[config.mk]
export PLATFORM = sky130hd
export DESIGN_NAME = ps2_cmd_parser
export DESIGN_NICKNAME = d
export VERILOG_FILES = /design/src/rtl/ps2_cmd_pkg.sv /design/src/rtl/ascii_hex_decoder.sv /design/src/rtl/ps2_cmd_parser.sv
export SDC_FILE = /design/constraint.sdc
export NUM_CORES = 1
export LEC_CHECK = 0
export BUFFER_PORTS_ARGS = -buffer_cell sky130_fd_sc_hd__buf_2
export CELL_PAD_IN_SITES_DETAIL_PLACEMENT = 0
export CELL_PAD_IN_SITES_GLOBAL_PLACEMENT = 1
export CORE_ASPECT_RATIO = 1.75
export CORE_UTILIZATION = 45
export DETAILED_ROUTE_END_ITERATION = 12
export GPL_TIMING_DRIVEN = 0
export MAX_ROUTING_LAYER = met4
export PLACE_DENSITY_LB_ADDON = 0.3
export SLEW_MARGIN = 10
export SYNTH_ARGS = -nofsm -noshare
export SYNTH_HDL_FRONTEND = slang
export SYNTH_SLANG_ARGS = --single-unit
[constraint.sdc]
create_clock -name clk -period 4.1 [get_ports clk]
set_input_delay 0.205 -clock clk [delete_from_list [all_inputs] [get_ports clk]]
set_output_delay 0.205 -clock clk [all_outputs]
set_load 0.01 [all_outputs]
[src/rtl/ps2_cmd_pkg.sv]
// Shared types and constants for the ASCII-hex to PS/2 command parser.
package ps2_cmd_pkg;

    localparam int unsigned BYTE_W = 8;
    localparam int unsigned NIB_W  = 4;

    typedef enum logic [2:0] {
        IDLE   = 3'd0,
        DIG1   = 3'd1,
        DIG2   = 3'd2,
        RESYNC = 3'd3,
        SEND   = 3'd4,
        WAIT   = 3'd5
    } state_t;

    localparam logic [BYTE_W-1:0] SP = 8'h20;
    localparam logic [BYTE_W-1:0] CR = 8'h0D;
    localparam logic [BYTE_W-1:0] LF = 8'h0A;

endpackage

[src/rtl/ascii_hex_decoder.sv]
// Classifies one ASCII character as hex digit / token terminator and yields its nibble.
module ascii_hex_decoder
    import ps2_cmd_pkg::*;
(
    input  logic [BYTE_W-1:0] ch,
    output logic [NIB_W-1:0]  nibble,
    output logic              is_hex,
    output logic              is_term
);

    // Letters A-F / a-f share the low nibble 1..6, offset by 9 to reach 10..15.
    always_comb begin
        nibble = '0;
        is_hex = 1'b0;
        if (ch >= 8'h30 && ch <= 8'h39) begin
            is_hex = 1'b1;
            nibble = ch[3:0];
        end else if ((ch >= 8'h41 && ch <= 8'h46) || (ch >= 8'h61 && ch <= 8'h66)) begin
            is_hex = 1'b1;
            nibble = ch[3:0] + 4'd9;
        end
    end

    assign is_term = (ch == SP) || (ch == CR) || (ch == LF);

endmodule

[src/rtl/ps2_cmd_parser.sv]
// Turns ASCII hex tokens from the UART RX FIFO into PS/2 host-to-device command writes,
// one at a time, waiting for tx_done (or a timeout) before reading further input.
module ps2_cmd_parser
    import ps2_cmd_pkg::*;
#(
    parameter int unsigned TIMEOUT_CYCLES = 1000000,
    parameter int unsigned CNT_W          = 20
) (
    input  logic              clk,
    input  logic              reset,
    input  logic              rx_empty,
    input  logic [BYTE_W-1:0] rd_data,
    output logic              rd_uart,
    input  logic              tx_done,
    output logic              wr_ps2,
    output logic [BYTE_W-1:0] ps2_din,
    output logic              busy,
    output logic              cmd_err,
    output logic              tx_timeout
);

    state_t             state, state_d;
    logic [NIB_W-1:0]   hi, hi_d, lo, lo_d;
    logic [CNT_W-1:0]   cnt, cnt_d, cnt_inc;
    logic [BYTE_W-1:0]  ps2_din_d;
    logic               wr_ps2_d, busy_d, cmd_err_d, tx_timeout_d;
    logic [NIB_W-1:0]   nibble;
    logic               is_hex, is_term;
    logic               read_state;

    ascii_hex_decoder u_dec (
        .ch      (rd_data),
        .nibble  (nibble),
        .is_hex  (is_hex),
        .is_term (is_term)
    );

    // The pop strobe must coincide with consumption of the FWFT head, so it is combinational.
    assign read_state = (state == IDLE) || (state == DIG1) || (state == DIG2) || (state == RESYNC);
    assign rd_uart    = !reset && read_state && !rx_empty;
    assign cnt_inc    = cnt + CNT_W'(1);

    // Next-state and next-output logic; outputs are registered from the next state.
    always_comb begin
        state_d      = state;
        hi_d         = hi;
        lo_d         = lo;
        cnt_d        = cnt;
        ps2_din_d    = ps2_din;
        wr_ps2_d     = 1'b0;
        cmd_err_d    = 1'b0;
        tx_timeout_d = 1'b0;

        case (state)
            IDLE: begin
                if (rd_uart) begin
                    if (is_hex) begin
                        hi_d    = nibble;
                        state_d = DIG1;
                    end else if (!is_term) begin
                        cmd_err_d = 1'b1;
                        state_d   = RESYNC;
                    end
                end
            end
            DIG1: begin
                if (rd_uart) begin
                    if (is_hex) begin
                        lo_d    = nibble;
                        state_d = DIG2;
                    end else if (is_term) begin
                        ps2_din_d = {4'h0, hi};
                        wr_ps2_d  = 1'b1;
                        state_d   = SEND;
                    end else begin
                        cmd_err_d = 1'b1;
                        state_d   = RESYNC;
                    end
                end
            end
            DIG2: begin
                if (rd_uart) begin
                    if (is_term) begin
                        ps2_din_d = {hi, lo};
                        wr_ps2_d  = 1'b1;
                        state_d   = SEND;
                    end else begin
                        cmd_err_d = 1'b1;
                        state_d   = RESYNC;
                    end
                end
            end
            RESYNC: begin
                if (rd_uart && is_term) begin
                    state_d = IDLE;
                end
            end
            SEND: begin
                cnt_d   = '0;
                state_d = WAIT;
            end
            WAIT: begin
                // tx_done takes priority over a timeout landing on the same cycle.
                if (tx_done) begin
                    state_d = IDLE;
                end else begin
                    cnt_d = cnt_inc;
                    if (cnt_inc == CNT_W'(TIMEOUT_CYCLES - 1)) begin
                        tx_timeout_d = 1'b1;
                        state_d      = IDLE;
                    end
                end
            end
            default: state_d = IDLE;
        endcase

        busy_d = (state_d == SEND) || (state_d == WAIT);
    end

    always_ff @(posedge clk or posedge reset) begin
        if (reset) begin
            state      <= IDLE;
            hi         <= '0;
            lo         <= '0;
            cnt        <= '0;
            ps2_din    <= '0;
            wr_ps2     <= 1'b0;
            busy       <= 1'b0;
            cmd_err    <= 1'b0;
            tx_timeout <= 1'b0;
        end else begin
            state      <= state_d;
            hi         <= hi_d;
            lo         <= lo_d;
            cnt        <= cnt_d;
            ps2_din    <= ps2_din_d;
            wr_ps2     <= wr_ps2_d;
            busy       <= busy_d;
            cmd_err    <= cmd_err_d;
            tx_timeout <= tx_timeout_d;
        end
    end

endmodule

Yosys cells after proc, flatten, opt, wreduce, memory -nomap -nowiden:

Cells that the tools add are included.
Widths: inputs -> output; s select.

* flip-flop bits (word level): 43
* logic and storage cells: 93
* input port bits: 12

* $lt $le $gt $ge: 6
* add/sub/neg operators: 2
* equal/unequal tests: 17
* reduce and logical (&&, ||, !) cells: 23
* mux-type cells: 36

Operator list (number)
* $mux 8: 5
* $pmux 20 s2: 1
* $mux 3: 10
* $add 20x1->20 const B: 1
* $eq 20x20->1 const B: 1
* $mux 20: 1
* $pmux 3 s6: 1
* $eq 8x4->1 const B: 2
* $ge 8x7->1 const B: 2
* $le 8x7->1 const B: 2
* $pmux 8 s2: 1
* $mux 1: 13
* $eq 3x3->1 const B: 4
* $ne 2x2->1 const B: 6
* $eq 8x6->1 const B: 1
* $ge 8x6->1 const B: 1
* $le 8x6->1 const B: 1
* $mux 4: 2
* $logic_or 1x1->1: 7
* $eq 3x2->1 const B: 2
* $logic_and 1x1->1: 6
* $reduce_and 3->1: 2
* $reduce_and 6->1: 1
* $add 4x4->4 const B: 1
* other kinds (7): 10

Depth between registers and ports, before layout:

Gate-level depths: netlist of run 1.

* depth after elaboration: 11
* gate-level depth with buffers: 8

By module:

A second synthesis of run 1 with hierarchy kept.

* cell total of the unflattened synthesis: 300
* area total of the unflattened synthesis: 2728.9 sq um

By module, submodules not included
* ps2_cmd_parser: cells each 270, area an instance 2488.6 sq um, instances 1
* ascii_hex_decoder: cells each 30, area an instance 240.2 sq um, instances 1

Least setup slack after synthesis of run 1:

Ideal clock, no wire load.

* path kind: flip-flop to flip-flop
* from: register cnt[10]
* to: register state[0]
* clock period less this slack: 1.949 ns
* data arrival time: 1.811 ns
* setup slack: 2.151 ns
* cell stages (with the launch flop): 9
* data required time: 3.962 ns
* buffers on the path: 2
* library setup time: 0.138 ns
* cell sequence: dfrtp_1 > buf_6 > and3_2 > and4_1 > clkbuf_2 > a311oi_1 > o221ai_1 > nor4_1 > o21ai_0

* longest elaborated chain between the ends: 5

RTL lines
* start: declaration: line ps2_cmd_parser.sv:24 `logic [CNT_W-1:0] cnt, cnt_d, cnt_inc;`
* start signal: assignment: line ps2_cmd_parser.sv:135 `cnt <= cnt_d;`
* $add 20x1->20: line ps2_cmd_parser.sv:41 `assign cnt_inc = cnt + CNT_W'(1);`
* $eq 20x20->1: line ps2_cmd_parser.sv:108 `if (cnt_inc == CNT_W'(TIMEOUT_CYCLES - 1)) begin`
* $mux 3: line ps2_cmd_parser.sv:108
* $mux 3: line ps2_cmd_parser.sv:104 `if (tx_done) begin`
* $pmux 3 s6: line ps2_cmd_parser.sv:54 `case (state)`
* named net state_d[0]: line ps2_cmd_parser.sv:22 `state_t state, state_d;`
* end signal: assignment: line ps2_cmd_parser.sv:132 `state <= state_d;`
* end: declaration: line ps2_cmd_parser.sv:22

The timed path passes the listed nets, and every way through them passes these cells.
A chain may end at the register's enable or synchronous reset.

Worst setup path after layout of run 1:

* from: register cnt[1]
* to: register busy

* longest elaborated chain between the ends: 7

RTL lines
* $add 20x1->20 *: line ps2_cmd_parser.sv:41
* $eq 20x20->1 *: line ps2_cmd_parser.sv:108
* $mux 3 *: line ps2_cmd_parser.sv:108
* $mux 3 *: line ps2_cmd_parser.sv:104
* $pmux 3 s6 *: line ps2_cmd_parser.sv:54
* $eq 3x3->1: line ps2_cmd_parser.sv:117 `busy_d = (state_d == SEND) || (state_d == WAIT);`
* $logic_or 1x1->1 *: line ps2_cmd_parser.sv:117
* named net busy_d: line ps2_cmd_parser.sv:26 `logic wr_ps2_d, busy_d, cmd_err_d, tx_timeout_d;`
* end signal: assignment: line ps2_cmd_parser.sv:138 `busy <= busy_d;`
* end: declaration: line ps2_cmd_parser.sv:17 `output logic busy,`

Mark *: on every way through the listed nets, which the timed path passes. The rest lies on a longest branch.

==> flow_metrics.env, run 1 <==
export IMPL_maxCapViolations=0
export IMPL_slew_viol_final=0
export IMPL_first_pass_iters=4
export IMPL_reg2regPathDepth=7
export IMPL_whs_ps=243
export IMPL_first_global_vias=2181
export IMPL_hold_start="rd_data[0]"
export IMPL_rr_endpoint="busy"
export IMPL_yosys_area_top_type="dfrtp_1"
export IMPL_endpoint_kind="flip-flop"
export IMPL_fin_util=0.538
export IMPL_routed_wirelength_um=6070
export IMPL_cts_hold_buf=1
export IMPL_drc_errors=0
export IMPL_yosysTopAreaCellShare=0.424
export IMPL_final_common_cell="dfrtp_1"
export IMPL_start_util=0.475
export IMPL_relSlewSlack=0.537
export IMPL_ir_worst_vdd_uv=239
export IMPL_clk_pin_slew_ps=90
export IMPL_hold_violations=0
export IMPL_arrival_ps=2550
export IMPL_final_layout_size_suffix_gt1_frac=0.163
export IMPL_fp_dieArea_um2=5960
export IMPL_synthCells=286
export IMPL_gp_congestion=0.835
export IMPL_regToRegStartpoint="cnt[1]"
export IMPL_synth_avg_cell_area_um2=8.88
export IMPL_setup_tns_ps=0
export IMPL_crit_type="reg2reg"
export IMPL_synth_async_sr_flop_share=1.00
export IMPL_post_cts_buffers=0
export IMPL_final_cell_mix="dfrtp_1, o21ai_0, nor2_1"
export IMPL_syn2layout_area_growth_pct=13.3
export IMPL_outcome="completed"
export IMPL_port_buffers=24
export IMPL_worstPathMaxFanout=8
export IMPL_die_h_um=101
export IMPL_post_cts_resized=0
export IMPL_via_count=2220
export IMPL_start_kind="flip-flop"
export IMPL_final_setup_skew_ps=5.97
export IMPL_wl_per_cell_um=15.4
export IMPL_p_leak_nw=1.23
export IMPL_ys_types=54
export IMPL_die_w_um=58.8
export IMPL_synth_seq_cells=43
export IMPL_grt_setup_unrepaired="false"
export IMPL_fin_crit_sh=0.582
export IMPL_antenna_left=0
export IMPL_overflow=0
export IMPL_cts_buffers=5
export IMPL_yosys_top_cells_area="dfrtp_1, o21ai_0, nor2_1, a21oi_1, ha_1"
export IMPL_cp_required_ps=4270
export IMPL_htreeDepth=2
export IMPL_cts_root_buf="clkbuf_8"
export IMPL_setup_worst_path_start="cnt[1]"
export IMPL_cts_tree="done"
export IMPL_powerDensity_nw_per_um2=268
export IMPL_tightestPinTransition_ps=690
export IMPL_seq_area_frac_synth=0.424
export IMPL_diodes=0
export IMPL_grt_max_degree=29
export IMPL_drt_iter0_markers=128
export IMPL_rows=35
export IMPL_min_to="lo[0]"
export IMPL_fmax_mhz=419
export IMPL_antenna_found_initial=0
export IMPL_coreArea_um2=5340
export IMPL_syn_nets=304
export IMPL_io_pins=25
export IMPL_vias_per_cell=5.63
export IMPL_clk_path_buf_depth=2
export IMPL_rrSetupSlack_ps=1710
export IMPL_finalPower_uw=771
export IMPL_hold_path_class="in2reg"
export IMPL_nNetsFinal=337
export IMPL_ys_flop_type="dfrtp_1"
export IMPL_yosys_warnings=0
export IMPL_hold_depth=3
export IMPL_dp_hpwl_um=4660
export IMPL_synth_area_um2=2540
export IMPL_clk_latency_ps=300
export IMPL_grt_use_total=0.233
export IMPL_layout_min_cycle_time_ps=2390
export IMPL_cts_sinks=43
export IMPL_grt_pass1_wl_um=10100
export IMPL_setup_viol=0
export IMPL_synth_edf_count=0
## where the power goes
group          total [mW]  switching, mW  internal, mW
Sequential          0.435        0.00445         0.430
Combinational      0.0535         0.0319        0.0216
Clock               0.283          0.161         0.122
Total               0.771          0.197         0.574
## cells by family after synthesis
family	count (synthesis)	synth area share
AOI/OAI and AO/OA	85	0.206
xor gates and xnor gates	8	0.0276
adders and majority gates	6	0.0296
buffers and inverters	28	0.0488
DFF	43	0.424
muxes	7	0.0276
and+or+nand+nor	109	0.237
## Yosys cell counts, types with 2 or more instances
master / n
mux2i_1: 7
and4bb_2: 2
o21ai_0: 32
ha_1: 6
xnor2_1: 6
a21o_1: 2
nand3_1: 12
buf_2: 2
nand4_1: 6
or3_1: 3
and3_2: 2
or4_1: 2
and4_1: 2
and2_1: 3
dfrtp_1: 43
inv_1: 14
o22ai_1: 3
a31oi_1: 4
o31ai_1: 8
nand2b_1: 2
buf_6: 2
clkbuf_1: 9
nor4_1: 2
xor2_1: 2
o21bai_1: 3
and3_1: 6
a21oi_1: 19
nor3_1: 7
nand2_1: 20
nor3b_1: 2
nor3_2: 2
a21boi_0: 3
nor2_1: 27
## how the worst max path moves through the flow
stage                     cells past startpoint  slack, ps       end
final                                         7       1710      busy
after global routing                          7       1450  state[0]
after CTS                                     7       1680      busy
after detailed placement                      7       1710      busy
after global placement                        7       1740      busy
after floorplan                               8       2150  state[0]
## per-stage QoR
step	area, um^2	setup slack (ps)	cells
2_1_floorplan	2540	2150	286
3_3_place_gp	2750	1740	384
3_5_place_dp	2770	1710	385
4_1_cts	2880	1680	394
5_1_grt	2880	1450	394
6_report	2880	1710	394
## area by class of cell
cell class,instances,area (um^2)
multi-input cells,215,1340
plain buffers,14,71.3
repair buffers,26,150
inverters,14,52.6
clock buffers,5,68.8
flip-flops and latches,43,1080
well taps,74,92.6
clock inverters,3,25.0
fillers,570,2470
## registers in the layout, summed over array words and instances, names as in the netlist
register	cells
state	3
cnt	20
wr_ps2	1
tx_timeout	1
hi	4
cmd_err	1
busy	1
ps2_din	8
lo	4
## critical path: stages (launching register included)
cell and delay (ps):
dfrtp_1 480, ha_1 360, nand4_1 180, nor2_1 300
xnor2_1 180, o211ai_1 140, nor4_1 480, o21bai_1 140
## layer usage
| layer | GRT usage | vias to the layer above | routed length, um | part of all wire |
|---|---|---|---|---|
| li1 | - | 1107 | - | - |
| met1 | 0.237 | 1049 | 2290 | 0.38 |
| met2 | 0.423 | 46 | 3390 | 0.56 |
| met3 | 0.0281 | 18 | 146 | 0.024 |
| met4 | 0.117 | 0 | 243 | 0.040 |
| met5 | - | - | 0 | 0 |
Power figures use the tool's default switching activity.
==> run 2: changes to the inputs <==
--- a/config.mk
+++ b/config.mk
@@ -5,11 +5,12 @@
 export SDC_FILE = /design/constraint.sdc
 export NUM_CORES = 1
 export LEC_CHECK = 0
+export ABC_AREA = 1
 export BUFFER_PORTS_ARGS = -buffer_cell sky130_fd_sc_hd__buf_2
 export CELL_PAD_IN_SITES_DETAIL_PLACEMENT = 0
 export CELL_PAD_IN_SITES_GLOBAL_PLACEMENT = 1
 export CORE_ASPECT_RATIO = 1.75
-export CORE_UTILIZATION = 45
+export CORE_UTILIZATION = 39
 export DETAILED_ROUTE_END_ITERATION = 12
 export GPL_TIMING_DRIVEN = 0
 export MAX_ROUTING_LAYER = met4
==> constraint.sdc (replaced) <==
create_clock -name clk -period 2.1 [get_ports clk]
set_input_delay 0.105 -clock clk [delete_from_list [all_inputs] [get_ports clk]]
set_output_delay 0.105 -clock clk [all_outputs]
set_load 0.01 [all_outputs]
==> flow_metrics.env, run 2 <==
export IMPL_yosys_area_top_type="dfrtp_1"
export IMPL_seq_area_frac_synth=0.406
export IMPL_endpoint_kind="flip-flop"
export IMPL_wl_per_cell_um=13.8
export IMPL_p_leak_nw=1.49
export IMPL_synth_avg_cell_area_um2=7.20
export IMPL_ys_flop_type="dfrtp_1"
export IMPL_relSlewSlack=0.645
export IMPL_cp_required_ps=2280
export IMPL_crit_type="reg2reg"
export IMPL_io_pins=25
export IMPL_grt_max_degree=33
export IMPL_setup_viol=0
export IMPL_outcome="completed"
export IMPL_via_count=2444
export IMPL_regMostFlops="cnt"
export IMPL_vias_per_cell=5.03
export IMPL_gp_congestion=0.874
export IMPL_arrival_ps=2190
export IMPL_fmax_mhz=496
export IMPL_hold_depth=4
export IMPL_synth_area_um2=2650
export IMPL_clk_latency_ps=290
export IMPL_synthMuxAreaShare=0.00425
export IMPL_cts_tree="done"
export IMPL_drt_iter0_markers=103
export IMPL_die_w_um=64.3
export IMPL_first_pass_iters=5
export IMPL_drc_errors=0
export IMPL_reg2regPathDepth=12
export IMPL_yosys_warnings=0
export IMPL_cts_sinks=43
export IMPL_clk_pin_slew_ps=60
export IMPL_die_h_um=111
export IMPL_final_common_cell="nand2_1"
export IMPL_start_kind="flip-flop"
export IMPL_nNetsFinal=421
export IMPL_synth_edf_count=0
export IMPL_ys_types=34
export IMPL_dp_hpwl_um=5180
export IMPL_overflow=0
export IMPL_hold_violations=0
export IMPL_slew_viol_final=0
export IMPL_start_util=0.405
export IMPL_synth_adder_area_share=0.0283
export IMPL_fin_crit_sh=0.960
export IMPL_powerDensity_nw_per_um2=855
export IMPL_grt_use_total=0.209
export IMPL_hold_path_class="in2reg"
export IMPL_fill_cells=693
export IMPL_fin_util=0.473
export IMPL_synth_top_family_by_area="simple AND/OR/NAND/NOR gates"
export IMPL_worstPathMaxFanout=7
export IMPL_placed_area_um2=2890
export IMPL_yosys_area_share_simple=0.380
export IMPL_fp_dieArea_um2=7140
export IMPL_routed_wirelength_um=6730
export IMPL_final_setup_skew_ps=3.52
export IMPL_final_layout_size_suffix_gt1_frac=0.173
export IMPL_first_global_vias=2478
export IMPL_port_buffers=24
export IMPL_coreArea_um2=6540
export IMPL_rows=39
export IMPL_yosysTopAreaCellShare=0.406
export IMPL_synthCells=368
export IMPL_syn_nets=386
export IMPL_grt_pass1_wl_um=11100
export IMPL_largest_reg_flops=20
export IMPL_diodes=0
export IMPL_synth_compound_area_frac=0.0925
export IMPL_layout_min_cycle_time_ps=2020
export IMPL_yosysMostFrequentCell="nand2_1"
export IMPL_maxCapViolations=0
export IMPL_syn2layout_area_growth_pct=16.7
export IMPL_cts_buffers=5
export IMPL_place_inst=475
export IMPL_fin_cells=486
export IMPL_fin_area_um2=3090
export IMPL_tightestPinTransition_ps=528
export IMPL_synth_async_sr_flop_share=1.00
export IMPL_final_cell_mix="nand2_1, inv_1, dfrtp_1"
export IMPL_yosys_area_share_xor_xnor=0.00331
export IMPL_clk_path_buf_depth=2
export IMPL_cts_root_buf="clkbuf_16"
export IMPL_yosys_top_cells_area="dfrtp_1, nand2_1, inv_1, nand3_1, nor2_1"
export IMPL_antenna_found_initial=0
export IMPL_htreeDepth=2
export IMPL_antenna_left=0
export IMPL_ir_worst_vdd_uv=560
export IMPL_ys_top_cells_by_count="nand2_1, inv_1, dfrtp_1, nor2_1, nand3_1"
export IMPL_finalPower_mw=2.64
export IMPL_top_regs="cnt (20), ps2_din (8)"
export IMPL_synth_seq_cells=43
[run 2: cell types whose count changed after synthesis, sizes merged, moves of 4 or more]
cell	previous run	this run
nand3	12	31
o22ai	3	8
and2	4	0
clkbuf	10	1
inv	14	52
a21oi	19	5
mux2i	7	0
o31ai	8	0
a21boi	4	0
nor2	28	44
xnor2	6	0
and3	8	0
o21ai	32	23
nand2	20	122
[run 2: kinds of logic (layout without fill, tap and decap cells)]
family / count (synthesis) / count (layout)
xor+xnor: 1 / 1
simple gates: 217 / 217
mux: 1 / 1
fa+ha+maj: 6 / 6
flops: 43 / 43
compound gates: 43 / 43
buf+inv: 57 / 93
[run 2: cell type report]
cell class	instances	area (um^2)	area share
clock inverter	3	23.8	0.00769
buffer	5	32.5	0.0105
multi-input combinational	268	1370	0.443
sequential	43	1080	0.348
tap	82	103	0.0332
clock buffer	5	125	0.0405
timing repair buffer	28	165	0.0534
inverter	52	195	0.0631
[run 2: critical path: stages, from the launching register on]
cell and delay (ps):
dfrtp_1 410, ha_4 180, nand2_4 60, nor2_4 240
nand2_4 110, nor2_4 180, nand3_1 90, nand2_1 100
nand2_1 80, nor2_2 110, nand3_2 150, nand2_2 130
nand2_1 60
[run 2: where the power goes]
part           switching (mW)  total [mW]  internal (mW)
Clock                   0.347       0.792          0.445
Combinational           0.438       0.694          0.256
Sequential              0.164        1.16          0.995
[run 2: repair_timing]
item | CTS | global route
endpoints found under the hold margin | 11 | 0
hold buffers | 1 | 0
resized for setup | 0 | 6
buffers inserted | 0 | 2
setup endpoints to repair | 0 | 4
[run 2: routing by layer]
layer  part of all wire  track usage
met5                  0            -
met4              0.029       0.0978
met3              0.016       0.0267
met2               0.58        0.406
met1               0.37        0.189
[run 2: final timing paths]
kind                                  to  slack, ps    start
worst max-delay path                busy         80   cnt[0]
worst min-delay path            state[0]        110  tx_done
worst max register to register      busy         80   cnt[0]
worst min register to register     lo[1]        480    lo[1]
max in group asynchronous         cnt[1]       1280    reset
min in group asynchronous       state[2]        350    reset
[run 2: stage by stage]
stage | setup TNS (ps) | setup WS, ps | hold WS, ps
after CTS | 0 | 33.3 | 115
after global placement | 0 | 70.1 | 419
final | 0 | 83.6 | 114
after floorplan | 0 | 467 | 254
after global routing | -5.44 | -4.04 | 134
after detailed placement | 0 | 52.1 | 101
